[config.mk]
export PLATFORM = sky130hd
export DESIGN_NAME = mem_master
export DESIGN_NICKNAME = d
export VERILOG_FILES = /design/src/rtl/mem_master_pkg.sv /design/src/rtl/mem_master_addr_gen.sv /design/src/rtl/mem_master.sv
export SDC_FILE = /design/constraint.sdc
export NUM_CORES = 1
export LEC_CHECK = 0
export CORE_UTILIZATION = 30
export CTS_CLUSTER_DIAMETER = 150
export DETAILED_ROUTE_END_ITERATION = 10
export HOLD_SLACK_MARGIN = 0.02
export PLACE_DENSITY = 0.6
export SLEW_MARGIN = 20
export SYNTH_ARGS = -nofsm -noshare
export SYNTH_HDL_FRONTEND = slang
export SYNTH_HIERARCHICAL = 1
export SYNTH_SLANG_ARGS = --single-unit
[constraint.sdc]
create_clock -name clk -period 3.3 [get_ports clk]
set_clock_uncertainty 0.2 [all_clocks]
set_input_delay 0.825 -clock clk [delete_from_list [all_inputs] [get_ports clk]]
set_output_delay 0.825 -clock clk [all_outputs]
set_load 0.05 [all_outputs]
[src/rtl/mem_master_pkg.sv]
// Shared encodings for the MEM initiator.
// Command codes, FSM states and default widths.
package mem_master_pkg;

   localparam int WORDSIZE_DEF   = 8;
   localparam int ADDR_WIDTH_DEF = 9;
   localparam int LEN_WIDTH_DEF  = 9;

   typedef enum logic [1:0] {
      CMD_RD   = 2'b00,
      CMD_WR   = 2'b01,
      CMD_FILL = 2'b10,
      CMD_ILL  = 2'b11
   } cmd_e;

   typedef enum logic [2:0] {
      S_IDLE,
      S_RD,
      S_RD_CAP,
      S_WR,
      S_FILL,
      S_RESP
   } state_e;

endpackage

[src/rtl/mem_master_addr_gen.sv]
// Address register with wrapping increment and
// a down-counter of remaining fill words.
module mem_master_addr_gen #(
   parameter int AW = 9,
   parameter int LW = 9
) (
   input  logic          clk,
   input  logic          rst_n,
   input  logic          load,
   input  logic          step,
   input  logic [AW-1:0] addr_in,
   input  logic [LW-1:0] cnt_in,
   output logic [AW-1:0] addr,
   output logic          zero
);

   logic [LW-1:0] cnt;

   // load on accept, then advance one word per fill cycle
   always_ff @(posedge clk or negedge rst_n) begin
      if (!rst_n) begin
         addr <= '0;
         cnt  <= '0;
      end else if (load) begin
         addr <= addr_in;
         cnt  <= cnt_in;
      end else if (step) begin
         addr <= addr + AW'(1);
         cnt  <= cnt - LW'(1);
      end
   end

   assign zero = (cnt == '0);

endmodule

[src/rtl/mem_master.sv]
// Sequencing initiator for the MEM word RAM.
// Read, write and fill requests in; one response out.
module mem_master
   import mem_master_pkg::*;
#(
   parameter int WORDSIZE   = WORDSIZE_DEF,
   parameter int ADDR_WIDTH = ADDR_WIDTH_DEF,
   parameter int LEN_WIDTH  = LEN_WIDTH_DEF
) (
   input  logic                  clk,
   input  logic                  rst_n,
   input  logic                  req_valid,
   output logic                  req_ready,
   input  logic [1:0]            req_cmd,
   input  logic [ADDR_WIDTH-1:0] req_addr,
   input  logic [WORDSIZE-1:0]   req_wdata,
   input  logic [LEN_WIDTH-1:0]  req_len,
   output logic                  rsp_valid,
   input  logic                  rsp_ready,
   output logic [WORDSIZE-1:0]   rsp_data,
   output logic                  rsp_err,
   output logic                  mem_enable,
   output logic                  mem_we,
   output logic                  mem_re,
   output logic [ADDR_WIDTH-1:0] mem_address,
   output logic [WORDSIZE-1:0]   mem_data_in,
   input  logic [WORDSIZE-1:0]   mem_data_out
);

   state_e state;
   logic   ag_load;
   logic   ag_step;
   logic   ag_zero;
   logic [LEN_WIDTH-1:0] cnt_init;

   // counter holds words left after the current one
   assign cnt_init = req_len - LEN_WIDTH'(1);
   assign ag_load  = (state == S_IDLE) && req_valid;
   assign ag_step  = (state == S_FILL) && !ag_zero;

   mem_master_addr_gen #(
      .AW (ADDR_WIDTH),
      .LW (LEN_WIDTH)
   ) u_addr_gen (
      .clk     (clk),
      .rst_n   (rst_n),
      .load    (ag_load),
      .step    (ag_step),
      .addr_in (req_addr),
      .cnt_in  (cnt_init),
      .addr    (mem_address),
      .zero    (ag_zero)
   );

   // request sequencer with registered strobes and response
   always_ff @(posedge clk or negedge rst_n) begin
      if (!rst_n) begin
         state       <= S_IDLE;
         req_ready   <= 1'b1;
         rsp_valid   <= 1'b0;
         rsp_data    <= '0;
         rsp_err     <= 1'b0;
         mem_enable  <= 1'b0;
         mem_we      <= 1'b0;
         mem_re      <= 1'b0;
         mem_data_in <= '0;
      end else begin
         unique case (state)
            S_IDLE: begin
               if (req_valid) begin
                  req_ready   <= 1'b0;
                  mem_data_in <= req_wdata;
                  unique case (cmd_e'(req_cmd))
                     CMD_RD: begin
                        state      <= S_RD;
                        mem_enable <= 1'b1;
                        mem_re     <= 1'b1;
                     end
                     CMD_WR: begin
                        state      <= S_WR;
                        mem_enable <= 1'b1;
                        mem_we     <= 1'b1;
                     end
                     CMD_FILL: begin
                        if (req_len != '0) begin
                           state      <= S_FILL;
                           mem_enable <= 1'b1;
                           mem_we     <= 1'b1;
                        end else begin
                           state     <= S_RESP;
                           rsp_valid <= 1'b1;
                        end
                     end
                     CMD_ILL: begin
                        state     <= S_RESP;
                        rsp_valid <= 1'b1;
                        rsp_err   <= 1'b1;
                     end
                  endcase
               end
            end
            S_RD: begin
               state      <= S_RD_CAP;
               mem_enable <= 1'b0;
               mem_re     <= 1'b0;
            end
            S_RD_CAP: begin
               state     <= S_RESP;
               rsp_data  <= mem_data_out;
               rsp_valid <= 1'b1;
            end
            S_WR: begin
               state      <= S_RESP;
               mem_enable <= 1'b0;
               mem_we     <= 1'b0;
               rsp_valid  <= 1'b1;
            end
            S_FILL: begin
               if (ag_zero) begin
                  state      <= S_RESP;
                  mem_enable <= 1'b0;
                  mem_we     <= 1'b0;
                  rsp_valid  <= 1'b1;
               end
            end
            S_RESP: begin
               if (rsp_ready) begin
                  state     <= S_IDLE;
                  req_ready <= 1'b1;
                  rsp_valid <= 1'b0;
                  rsp_err   <= 1'b0;
                  rsp_data  <= '0;
               end
            end
            default: begin
               state <= S_IDLE;
            end
         endcase
      end
   end

endmodule

==> impl_metrics.tcl <==
set metrics [dict create \
    drv_cap 0 \
    path_max_fanout 2 \
    synth_seq_area_share 0.450 \
    synth_xor_xnor_area_share 0.0549 \
    dp_hpwl_um 4150 \
    setup_tns_ns 0 \
    io_buffers 70 \
    cp_num_buf_inv 1 \
    startpoint_type "register" \
    seq_area_mm2 0.00108 \
    dieArea_mm2 0.00834 \
    grt_usage 0.140 \
    power.density_mw_per_mm2 1060 \
    cp_cell_sequence "clkdlybuf4s50_1" \
    async_reset_ff_frac 1.00 \
    dp_cells 426 \
    cts_tree "built" \
    grt_pass1_vias 2023 \
    muxShareOfSynthArea 0.0418 \
    tightest_slew_ns 0.558 \
    maxSlewHeadroom 0.628 \
    die_w_um 91.3 \
    cts_buffer_depth 2 \
    syn2layout_area_growth_pct 40.0 \
    netlist_instances 257 \
    ys_top_cells_by_area "dfrtp_1 (44%), nand2_1 (4.9%), o21ai_0 (4.4%), mux2_2 (3.8%), nand3_1 (3.3%)" \
    drive_gt1_frac 0.108 \
    cp_slowest_stage_delay_ns 0.81 \
    status "finished clean" \
    arrival_ns 1.64 \
    period_needed_ns 2.67 \
    synth_compound_area_frac 0.149 \
    cpMaxStageDelayCell "clkdlybuf4s50_1" \
    die_y_um 91.3 \
    gp_congestion 0.808 \
    grt_pass1_wl_um 9410 \
    synth_top_family_by_area "simple AND/OR/NAND/NOR gates" \
    clock_latency_ns 0.30 \
    ys.warnings.count 6 \
    coreArea_mm2 0.00773 \
    synth_top_area_frac 0.439 \
    max_freq_mhz 375 \
    synth_cell_type_count 48 \
    n_fill_cell 779 \
    initial_utilization 0.310 \
    vias 2143 \
    synth-simple-area-share 0.236 \
    maxSlewViolCount 0 \
    drtPass1Iterations 4 \
    path_clk_slew_ns 0.08 \
    post_drt_wl_per_cell_um 12.9 \
    synth_common_cells "dfrtp_1 (42), nand2_1 (31), o21ai_0 (21), nor2_1 (19), nand3_1 (16)" \
    cts_hold_buf 0 \
    synth_seq_cells 43 \
    route.detailed.drc 0 \
    yosysMostFrequentCell "dfrtp_1" \
    cts.sinks 43 \
    critPathCaptureType "output port" \
    multiInputGateArea_mm2 0.00121 \
    pin_count 71 \
    synth_top_cell_by_area "dfrtp_1" \
    grt_overflow 0 \
    viasPerCell 4.94 \
    setup_viol 0 \
    fin_crit_sh 0.809 \
    drt_iter0_markers 70 \
    cts_root_buffer "clkbuf_8" \
    postSynthAreaPerCell_um2 9.32 \
    syn-num-nets 301 \
    antenna_cells 0 \
    synth_enable_flop_cells 0 \
    cts_buffers 5 \
    antenna_found_initial 0 \
    nets 375 \
    ir_worst_vdd_v 0.000433 \
    rows 32 \
    finalHoldViolations 0 \
    worst_ep_required_time_ns 2.27 \
    syn_area_mm2 0.00239 \
    critical_path_class "reg -> out" \
    min_path_type "reg -> reg" \
    routed_wl_um 5590 \
    leakagePower_nw 1.36 \
    yosys.area_share.adder 0.0209 \
    h-tree-depth 2 \
    cts_setup_buffers 0 \
    stdcell_count 434 \
    grt_max_degree 44 \
    cpLargestDelayFamily "buffers and inverters" \
    cts_resized 0 \
    antenna_left 0 \
    synthFlopType "dfrtp_1" \
    rsz0062_at_grt "false" \
]
## cell families (layout without fill, tap and decap cells)
group | after synthesis | count (layout)
buf+inv | 24 | 99
xor+xnor | 15 | 15
fa+ha+maj | 4 | 4
flops | 43 | 43
simple gates | 103 | 103
compound gates | 59 | 59
mux | 9 | 9
## power by group
| part | leakage, nW | total (mW) | switching [mW] | internal, mW |
|---|---|---|---|---|
| registers | 0.527 | 1.07 | 0.275 | 0.792 |
| logic | 0.767 | 2.00 | 1.22 | 0.780 |
| clock network | 0.0654 | 0.485 | 0.182 | 0.303 |
| total | 1.36 | 3.55 | 1.68 | 1.88 |
## worst paths after layout
check	startpoint	to	slack (ns)	cells after the start
min in group asynchronous	rst_n	rsp_data[2]$_DFFE_PN0P_	0.31	1
max in group asynchronous	rst_n	req_ready$_DFFE_PN1P_	2.20	1
hold reg to reg	req_ready$_DFFE_PN1P_	req_ready$_DFFE_PN1P_	0.30	2
setup reg to reg	u_addr_gen/cnt[0]$_DFFE_PN0P_	u_addr_gen/addr[7]$_DFFE_PN0P_	0.76	8
setup / recovery	req_ready$_DFFE_PN1P_	req_ready	0.63	1
hold / removal	req_ready$_DFFE_PN1P_	req_ready$_DFFE_PN1P_	0.30	2
## placed cells by master (no fill, tap or decap), types with 9 or more instances in the layout
cell type and count:
o22ai_1 9, nand2_1 31, clkdlybuf4s50_1 69, o21ai_0 21
dfrtp_1 42, inv_1 14, nor2_1 18, nand3_1 16
a21oi_1 15
## metrics by stage
| stage | area (µm²) | utilization | total power [mW] | hold WS [ns] | worst slack, ns |
|---|---|---|---|---|---|
| after floorplan | 2390 | - | 2.45 | 0.329 | 0.965 |
| after global placement | 3220 | 0.416 | 3.06 | 0.269 | 0.561 |
| after detailed placement | 3220 | 0.416 | 3.09 | 0.283 | 0.523 |
| after CTS | 3350 | 0.434 | 3.59 | 0.300 | 0.620 |
| after global routing | 3350 | 0.434 | 3.79 | 0.320 | 0.577 |
| final | 3350 | 0.434 | 3.55 | 0.297 | 0.631 |
## worst min-delay path, cell delays in order, from the launching register on
cell,delay (ns)
dfstp_2,0.38
inv_1,0.04
o21ai_0,0.08
## layout make-up
type                       instances  area share
multi-input combinational        190       0.362
sequential                        43       0.321
timing repair buffer              77       0.224
tap                              102      0.0381
clock buffer                       6      0.0216
clock inverter                     2      0.0179
inverter                          14      0.0157
## registers in the layout, summed over array words and instances (netlist names)
signal	flops
mem_enable	1
rsp_err	1
mem_data_in	8
u_addr_gen/addr	9
rsp_valid	1
mem_re	1
state	3
req_ready	1
u_addr_gen/cnt	9
rsp_data	8
mem_we	1
## metal layers
| metal | vias to the layer above | global-route usage | wire length [µm] |
|---|---|---|---|
| met2 | 63 | 0.235 | 2680 |
| met4 | 0 | 0.0423 | 73 |
| li1 | 1064 | - | - |
| met3 | 10 | 0.0335 | 299 |
| met1 | 1006 | 0.177 | 2530 |
| met5 | - | 0 | 0 |
No activity file was read; power rests on OpenSTA's default activity.
